### src/rtl/ppu_bg_pkg.sv
// Shared fetch-state type, VRAM base addresses and dot-window constants
// for the background tile fetch pipeline.
package ppu_bg_pkg;

  typedef enum logic [3:0] {
    IDLE,
    NT_A, NT_D,
    AT_A, AT_D,
    PL_A, PL_D,
    PH_A, PH_D,
    DM_A, DM_D
  } fetch_state_t;

  localparam logic [13:0] NT_BASE = 14'h2000;
  localparam logic [13:0] AT_BASE = 14'h23C0;

  localparam logic [8:0] WIN_FIRST_DOT      = 9'd1;
  localparam logic [8:0] WIN_LAST_DOT       = 9'd256;
  localparam logic [8:0] PREFETCH_FIRST_DOT = 9'd321;
  localparam logic [8:0] DUMMY_FIRST_DOT    = 9'd337;
  localparam logic [8:0] DUMMY_LAST_DOT     = 9'd340;

  // Each attribute byte covers a 2x2 group of quadrants; coarse Y bit 1 and
  // coarse X bit 1 pick the quadrant, two bits per quadrant.
  function automatic logic [2:0] attr_shift(input logic coarse_y_bit1,
                                            input logic coarse_x_bit1);
    return {coarse_y_bit1, coarse_x_bit1, 1'b0};
  endfunction

endpackage

### src/rtl/bg_fetch_addr_gen.sv
// Combinational VRAM address formation for nametable, attribute and
// pattern-table fetches, selected by the fetch state being entered.
module bg_fetch_addr_gen
  import ppu_bg_pkg::*;
(
  input  fetch_state_t state,
  input  logic [14:0]  v_addr,
  input  logic [7:0]   nt_byte,
  input  logic         bg_table_sel,
  output logic [13:0]  addr
);

  logic [13:0] nt_addr;
  logic [13:0] at_addr;
  logic [13:0] pl_addr;

  assign nt_addr = NT_BASE | {2'b00, v_addr[11:0]};
  assign at_addr = AT_BASE | {2'b00, v_addr[11:10], 4'b0000, v_addr[9:7], v_addr[4:2]};
  assign pl_addr = {1'b0, bg_table_sel, nt_byte, 1'b0, v_addr[14:12]};

  always_comb begin
    addr = nt_addr;
    case (state)
      AT_A:    addr = at_addr;
      PL_A:    addr = pl_addr;
      PH_A:    addr = pl_addr | 14'h0008;
      default: addr = nt_addr;
    endcase
  end

endmodule

### src/rtl/bg_tile_fetcher.sv
// Background tile fetcher: runs the four VRAM fetches per tile on the dot
// schedule and hands finished tiles to the shift-register block.
module bg_tile_fetcher
  import ppu_bg_pkg::*;
#(
  parameter int FETCH_LAST_DOT = 336,
  parameter int PRERENDER_LINE = 261
)
(
  input  logic        clock,
  input  logic        reset_n,
  input  logic        clock_EN,
  input  logic        rendering_en,
  input  logic [8:0]  dot,
  input  logic [8:0]  scanline,
  input  logic [14:0] vAddr,
  input  logic        bgTableSel,
  output logic [13:0] vramAddr,
  output logic        vramRead,
  input  logic [7:0]  vramData,
  output logic [7:0]  tileHighByte,
  output logic [7:0]  tileLowByte,
  output logic [1:0]  tileAttr,
  output logic        loadOut,
  output logic        incCoarseX,
  output logic        incY
);

  localparam logic [8:0] FETCH_LAST = 9'(FETCH_LAST_DOT);
  localparam logic [8:0] PRERENDER  = 9'(PRERENDER_LINE);

  fetch_state_t state;
  fetch_state_t next_state;
  logic [2:0]   phase;
  logic         in_window;
  logic         active_line;
  logic         addr_state;
  logic         tile_ok;
  logic [7:0]   nt_byte;
  logic [7:0]   low_stage;
  logic [1:0]   attr_stage;
  logic [2:0]   shift_q;
  logic [13:0]  fetch_addr;

  assign phase       = dot[2:0] - 3'd1;
  assign in_window   = ((dot >= WIN_FIRST_DOT) && (dot <= WIN_LAST_DOT)) ||
                       ((dot >= PREFETCH_FIRST_DOT) && (dot <= FETCH_LAST));
  assign active_line = rendering_en && ((scanline <= 9'd239) || (scanline == PRERENDER));
  assign addr_state  = next_state inside {NT_A, AT_A, PL_A, PH_A, DM_A};

  always_comb begin
    next_state = IDLE;
    if (in_window) begin
      case (phase)
        3'd0:    next_state = NT_A;
        3'd1:    next_state = NT_D;
        3'd2:    next_state = AT_A;
        3'd3:    next_state = AT_D;
        3'd4:    next_state = PL_A;
        3'd5:    next_state = PL_D;
        3'd6:    next_state = PH_A;
        default: next_state = PH_D;
      endcase
    end else if ((dot >= DUMMY_FIRST_DOT) && (dot <= DUMMY_LAST_DOT)) begin
      next_state = dot[0] ? DM_A : DM_D;
    end
  end

  bg_fetch_addr_gen u_addr_gen (
    .state        (next_state),
    .v_addr       (vAddr),
    .nt_byte      (nt_byte),
    .bg_table_sel (bgTableSel),
    .addr         (fetch_addr)
  );

  // tile_ok is set only by a nametable fetch, so a tile joined part-way
  // through (rendering enabled mid-tile, reset release) never loads.
  always_ff @(posedge clock or negedge reset_n) begin
    if (!reset_n) begin
      state        <= IDLE;
      vramAddr     <= '0;
      vramRead     <= 1'b0;
      tileHighByte <= '0;
      tileLowByte  <= '0;
      tileAttr     <= '0;
      loadOut      <= 1'b0;
      incCoarseX   <= 1'b0;
      incY         <= 1'b0;
      nt_byte      <= '0;
      low_stage    <= '0;
      attr_stage   <= '0;
      shift_q      <= '0;
      tile_ok      <= 1'b0;
    end else if (clock_EN) begin
      loadOut    <= 1'b0;
      incCoarseX <= 1'b0;
      incY       <= 1'b0;
      if (!active_line) begin
        state    <= IDLE;
        vramRead <= 1'b0;
        tile_ok  <= 1'b0;
      end else begin
        state    <= next_state;
        vramRead <= addr_state;
        if (addr_state) vramAddr <= fetch_addr;
        incY <= (dot == WIN_LAST_DOT);
        case (next_state)
          NT_A: tile_ok <= 1'b1;
          NT_D: nt_byte <= vramData;
          AT_A: shift_q <= attr_shift(vAddr[6], vAddr[1]);
          AT_D: attr_stage <= 2'(vramData >> shift_q);
          PL_D: low_stage <= vramData;
          PH_D: begin
            if (tile_ok && (state == PH_A)) begin
              tileHighByte <= vramData;
              tileLowByte  <= low_stage;
              tileAttr     <= attr_stage;
              loadOut      <= 1'b1;
              incCoarseX   <= 1'b1;
            end
          end
          PL_A, PH_A: ;
          default: tile_ok <= 1'b0;
        endcase
      end
    end
  end

endmodule

### config.mk
export PLATFORM = sky130hd
export DESIGN_NAME = bg_tile_fetcher
export DESIGN_NICKNAME = d
export VERILOG_FILES = /design/src/rtl/ppu_bg_pkg.sv /design/src/rtl/bg_fetch_addr_gen.sv /design/src/rtl/bg_tile_fetcher.sv
export SDC_FILE = /design/constraint.sdc
export NUM_CORES = 1
export LEC_CHECK = 0
export BUFFER_PORTS_ARGS = -buffer_cell sky130_fd_sc_hd__buf_2
export CORE_MARGIN = 4
export CORE_UTILIZATION = 40
export CTS_CLUSTER_DIAMETER = 40
export CTS_CLUSTER_SIZE = 12
export DETAILED_ROUTE_END_ITERATION = 12
export PLACE_DENSITY_LB_ADDON = 0.1
export SETUP_SLACK_MARGIN = 0.15
export SLEW_MARGIN = 40
export SYNTH_ARGS = -nofsm -noshare
export SYNTH_HDL_FRONTEND = slang
export SYNTH_SLANG_ARGS = --single-unit
### constraint.sdc
create_clock -name clock -period 4.8 [get_ports clock]
set_input_delay 0.96 -clock clock [delete_from_list [all_inputs] [get_ports clock]]
set_output_delay 0.96 -clock clock [all_outputs]
set_load 0.02 [all_outputs]
* Word-level counts from Yosys, hierarchy flattened
Index checks and enable logic that the tools add are counted.
** Storage, ports and cells
- Memories kept :: 0
- Input port bits :: 46
- Bits in latches :: 0
- Register bits :: 60
- RAM bits :: 0
- ROM bits :: 0
** Cells by class
- Reduce and logical (&&, ||, !) cells :: 17
- Divide/modulo/power cells :: 0
- Bitwise logic cells :: 0
- $mul :: 0
- Eq/ne operators :: 19
- $add $sub $neg :: 1
- Order comparisons :: 7
- Shift operators :: 1
- Multiplexer cells :: 13
** Operator list (count)
- case mux 14 bit (3 select lines) :: 1
- case mux 4 bit (7 select lines) :: 1
- <= comparator 9 bit (second input constant) :: 3
- == test 4 x 3 -> 1 bit (second input constant) :: 5
- == test 9 bit (second input constant) :: 2
- >= comparator 9 bit (second input constant) :: 2
- AND reduction 3 bit :: 5
- two-way mux 4 bit :: 3
- == test 3 bit (second input constant) :: 3
- >= comparator 9 x 1 -> 1 bit (second input constant) :: 1
- <= comparator 9 x 8 -> 1 bit (second input constant) :: 1
- == test 4 x 2 -> 1 bit (second input constant) :: 2
- == test 4 bit (second input constant) :: 2
- >> shifter 8 x 3 -> 2 bit :: 1
- OR reduction 7 bit :: 1
- == test 3 x 2 -> 1 bit (second input constant) :: 2
- two-way mux 1 bit :: 6
- logical AND 1 bit :: 5
- nonzero test 5 bit :: 1
- == test 4 x 1 -> 1 bit (second input constant) :: 1
- AND reduction 4 bit :: 1
- == test 3 x 1 -> 1 bit (second input constant) :: 1
- zero test 3 bit :: 1
- subtractor 3 x 1 -> 3 bit (second input constant) :: 1
- 5 further kinds :: 6

* Longest topological paths before layout
- Depth in word-level cells :: 8
- Gate-level depth with buffers :: 12
- Depth with buffers taken out :: 8

* Modules after synthesis
Synthesis repeated with hierarchy kept, for this count alone.
** Second synthesis, totals
- Cells, all modules :: 239
- Area, all modules :: 3129.3 um^2
** By module, submodules not included
- bg_tile_fetcher :: area an instance 2826.5 um^2, times used 1, cells an instance 201
- bg_fetch_addr_gen :: area an instance 302.8 um^2, times used 1, cells an instance 38

* Least setup slack after synthesis
OpenSTA, ideal clock, no wires.
- Path type :: input -> register
- From :: in dot[0]
- To :: reg tileAttr[1]
- Required time :: 4.675 ns
- Arrival time :: 3.645 ns
- Cell stages on the path :: 9
- Library setup time :: 0.125 ns
- Setup slack :: 1.030 ns
- Cells stage by stage :: clkbuf_1 > inv_2 > ha_1 > a2111oi_1 > nand3_1 > or4_1 > buf_6 > buf_6 > mux2_4
** Between the ends
- Cells in the longest elaborated chain, start to end :: 6
- Elaborated cells between the ends (all ways) :: 24
- Classes of those cells :: add/sub: 1; order compare: 6; eq/ne: 7; mux: 4; reduce/logical: 6
** RTL lines
- start: declaration :: line bg_tile_fetcher.sv:14 : input logic [8:0] dot,
- subtractor 3 x 1 -> 3 bit, or another cell as far along :: line bg_tile_fetcher.sv:45 : assign phase = dot[2:0] - 3'd1;
- == test 3 bit, or another cell as far along :: line bg_tile_fetcher.sv:54 : case (phase)
- case mux 4 bit (7 select lines), or another cell as far along :: line bg_tile_fetcher.sv:54
- two-way mux 4 bit (*) :: line bg_tile_fetcher.sv:53 : if (in_window) begin
- == test 4 bit (*) :: line bg_tile_fetcher.sv:108 : case (next_state)
- AND reduction 4 bit (no source line) (*)
- end signal: assignment :: line bg_tile_fetcher.sv:118 : tileAttr <= attr_stage;
- end: declaration :: line bg_tile_fetcher.sv:23 : output logic [1:0] tileAttr,
Mark *: on every way between the ends. The rest lies on a longest branch, timed or not.
A chain may end at the register's enable or synchronous reset.

* Worst setup path after layout
- From :: in dot[1]
- To :: reg vramAddr[5]
** Between the ends
- Cells in the longest elaborated chain, start to end :: 7
- Elaborated cells between the ends (all ways) :: 29
- Classes of those cells :: add/sub: 1; order compare: 6; eq/ne: 11; mux: 4; reduce/logical: 7
** RTL lines
- subtractor 3 x 1 -> 3 bit, or another cell as far along :: line bg_tile_fetcher.sv:45
- == test 3 bit, or another cell as far along :: line bg_tile_fetcher.sv:54
- case mux 4 bit (7 select lines), or another cell as far along :: line bg_tile_fetcher.sv:54
- two-way mux 4 bit (*) :: line bg_tile_fetcher.sv:53
- == test 4 x 1 -> 1 bit, or another cell as far along :: line bg_tile_fetcher.sv:49 : assign addr_state = next_state inside {NT_A, AT_A, PL_A, PH_A, DM_A};
- nonzero test 5 bit :: line bg_tile_fetcher.sv:49
- AND reduction 3 bit (no source line)
- end signal: assignment :: line bg_tile_fetcher.sv:106 : if (addr_state) vramAddr <= fetch_addr;
- end: declaration :: line bg_tile_fetcher.sv:18 : output logic [13:0] vramAddr,
Marked as above.

==> summary.txt <==
Status
  – Outcome: finished, final reports clean

Finish
  – Layout cells sized above 1: 0.382
  – Area grow syn2layout: 24.5%
  – # diodes: 0
  – NumNets Final: 377
  – Core Util, Final: 0.517
  – Non-filler cells, final: 429
  – Fillers: 703

Clock network
  – Inserted Clock Buffers: 9
  – Deepest clock path buffer count: 2
  – # hold bufs at CTS: 0
  – CTS tree: done
  – Clock Latency Late Sink: 340 ps
  – Clock transition at path regs: 70 ps
  – Post-CTS setup buffer count: 0
  – H-tree levels: 3
  – # clock sinks: 60
  – CTS root buf: clkbuf_8
  – Resized Gates After CTS: 0

Routing
  – TritonRoute pass-1 iters: 4
  – Remaining antenna violation count: 0
  – Initial DRC count: 42
  – Vias: 2208
  – Final WL: 6730 um
  – # DRC: 0
  – DR WL/cell: 15.7 um
  – Vias per cell: 5.15

Logic synthesis
  – Syn. warnings: 0
  – Ys async rst share: 1.00
  – Avg Cell Area, Syn: 12.6 um2
  – Dominant register cell in the synthesized netlist: dfrtp_1
  – Unique masters post-synth: 46
  – Mapped Area: 0.00303 mm2
  – Sequential area share after synthesis: 0.496
  – Synthesized Nets: 293
  – Cells after Synth: 241
  – Post-synth EDFFs: 0
  – Synth Register Bits: 60

Setup path
  – CP Max Fanout: 15
  – R2R depth: 6
  – Worst setup path start: dot[1]
  – Crit path largest cell delay: 770 ps
  – Crit path to: vramAddr[5]$_DFFE_PN0P_
  – Worst R2R Setup Slack: 2840 ps
  – Startpoint types: primary input
  – Cells along the critical path: buf_2 > inv_1 > ha_1 > or4_1 > or4_4 > a32oi_2 > nor2_1 > a2111o_1 > mux2_1
  – Worst setup EP type: flip-flop
  – RR Endpoint: tileLowByte[1]$_DFFE_PN0P_
  – Worst EP required: 5020 ps
  – Reg2reg start: state[0]$_DFFE_PN0P_
  – Crit path DAT: 3900 ps
  – Slowest-stage cell, CP: a2111o_1
  – WS Path Type: primary input to flip-flop

Timing
  – Setup_tns: 0 ps
  – Setup repair after global routing missed its margin: no
  – # setup viols final: 0
  – Fin crit period: 3680 ps
  – Top achievable clock speed: 0.272 GHz
  – Crit share post-route: 0.766
  – Final count of hold timing violations: 0
  – Slew margin rel.: 0.464
  – Setup Skew: 6.72 ps
  – Slew Limit Fails: 0
  – Tightest Pin Transition: 804 ps

Power and ir drop
  – Total chip power: 1370 uW
  – VDD IR max: 0.252 mV
  – Power per cell area: 364 mW/mm2
  – Leak: 0.00199 uW

Placement
  – # port buffers: 81
  – Hpwl dp: 5050 um
  – Routability Congestion: 0.849
  – Inst Count DP: 413

Floorplan
  – Rows: 31
  – Die H: 95.0 um
  – Die width: 95.0 um
  – DIE AREA: 0.00903 mm2
  – I/O pin total: 82
  – Core area: 0.00729 mm2
  – Initial Util: 0.415

GRT
  – GRT Overall Usage: 0.160
  – Initial antenna violation count: 0
  – Vias in the first global route: 2241
  – GRT overflow: 0
  – Pin count of the biggest net entering global routing: 26
  – First-pass GRT wire length: 11000 um

Worst hold path
  – Worst hold path type: flip-flop to flip-flop

Flow run
  – Max Cap Viol: 0
-- power by group --
part	switching [uW]	internal, uW	total (uW)
clock	193	373	566
combinational	126	95.6	221
sequential	28.1	558	586
-- state kept, by name (all words and copies together) (netlist names), 2 cells and up --
name,count
vramAddr,14
low_stage,8
nt_byte,8
tileHighByte,8
tileLowByte,8
state,4
attr_stage,2
shift_q,2
tileAttr,2
-- final cells by class --
type	count	area [um2]	area share
Clock buffer	12	155	0.0411
Sequential cell	60	1500	0.398
Tap cell	99	124	0.0328
Multi-Input combinational cell	151	1370	0.364
Timing Repair Buffer	85	455	0.121
Clock inverter	4	95.1	0.0252
Inverter	18	67.6	0.0179
-- critical path, delay by kind of cell --
family / cells / cell delay (ps)
AO/OA/AOI/OAI: 2 / 1000
adder cells (fa/ha/maj): 1 / 220
buffers and inverters: 2 / 230
multiplexers: 1 / 430
AND/OR/NAND/NOR: 3 / 1040
-- cells by family (layout without fill, tap and decap cells) --
| kind of cell | Yosys count | after routing | share of synthesized area |
|---|---|---|---|
| muxes | 56 | 56 | 0.231 |
| buffers and inverters | 30 | 119 | 0.0508 |
| and+or+nand+nor | 51 | 51 | 0.101 |
| AOI/OAI and AO/OA | 37 | 37 | 0.0930 |
| adders and majority gates | 7 | 7 | 0.0281 |
| DFF | 60 | 60 | 0.496 |
-- through the flow --
stage	setup WS, ps	hold slack, ps	area, um2
6_report	1120	483	3770
4_1_cts	1140	488	3770
3_5_place_dp	756	473	3520
2_1_floorplan	1030	454	3030
5_1_grt	996	504	3770
3_3_place_gp	824	467	3490
-- cell usage in the layout, fill, tap and decap left out, drive strengths merged, types with 3 or more instances in the layout --
cell	Yosys	layout
nor3	3	3
nand3	4	4
o21ai	5	5
or4	4	4
mux2i	4	4
inv	18	18
nor3b	5	5
o2bb2ai	5	5
bufinv	0	3
clkbuf	6	12
nand4	3	3
buf	6	85
nor4	6	6
and3	4	4
nor2	8	8
o22ai	6	6
dfrtp	60	60
o32ai	3	3
nand2	7	7
ha	6	6
a21oi	7	7
mux2	50	50
-- synthesized netlist by cell type (all sizes together) (2+ instances only) --
| library cell | count | share of area |
|---|---|---|
| o22ai | 6 | 0.012 |
| nand2b | 2 | 0.0041 |
| a211oi | 2 | 0.0050 |
| a32o | 2 | 0.0066 |
| o41ai | 2 | 0.0083 |
| o32ai | 3 | 0.0087 |
| buf | 6 | 0.021 |
| nor4 | 6 | 0.012 |
| nor3b | 5 | 0.012 |
| o2bb2ai | 5 | 0.014 |
| nor3 | 3 | 0.0050 |
| ha | 6 | 0.025 |
| mux4 | 2 | 0.015 |
| and3 | 4 | 0.0083 |
| inv | 18 | 0.022 |
| a21oi | 7 | 0.012 |
| mux2i | 4 | 0.013 |
| nor2 | 8 | 0.0099 |
| or4 | 4 | 0.012 |
| or3 | 2 | 0.0041 |
| mux2 | 50 | 0.20 |
| nand4 | 3 | 0.0083 |
| dfrtp | 60 | 0.50 |
| clkbuf | 6 | 0.0074 |
| o21ai | 5 | 0.0083 |
| nand2 | 7 | 0.0095 |
| nand3 | 4 | 0.0066 |
-- how the worst min path moves through the flow --
stage | start | endpoint | slack, ps | cells past startpoint
finish | low_stage[5]$_DFFE_PN0P_ | tileLowByte[5]$_DFFE_PN0P_ | 480 | 1
global route | low_stage[5]$_DFFE_PN0P_ | tileLowByte[5]$_DFFE_PN0P_ | 500 | 1
CTS | low_stage[3]$_DFFE_PN0P_ | tileLowByte[3]$_DFFE_PN0P_ | 490 | 1
detailed placement | low_stage[3]$_DFFE_PN0P_ | tileLowByte[3]$_DFFE_PN0P_ | 470 | 1
global placement | low_stage[3]$_DFFE_PN0P_ | tileLowByte[3]$_DFFE_PN0P_ | 470 | 1
floorplan | attr_stage[0]$_DFFE_PN0P_ | tileAttr[0]$_DFFE_PN0P_ | 450 | 1
-- routing by layer --
| metal | up-vias | GRT usage | part of all wire | routed length [um] |
|---|---|---|---|---|
| met5 | - | 0 | 0 | 0 |
| met3 | 5 | 0.0637 | 0.066 | 444 |
| met1 | 1086 | 0.201 | 0.44 | 2930 |
| met2 | 63 | 0.255 | 0.49 | 3300 |
| met4 | 0 | 0.0493 | 0.0088 | 59 |
| li1 | 1054 | - | - | - |
Power figures use the tool's default switching activity.
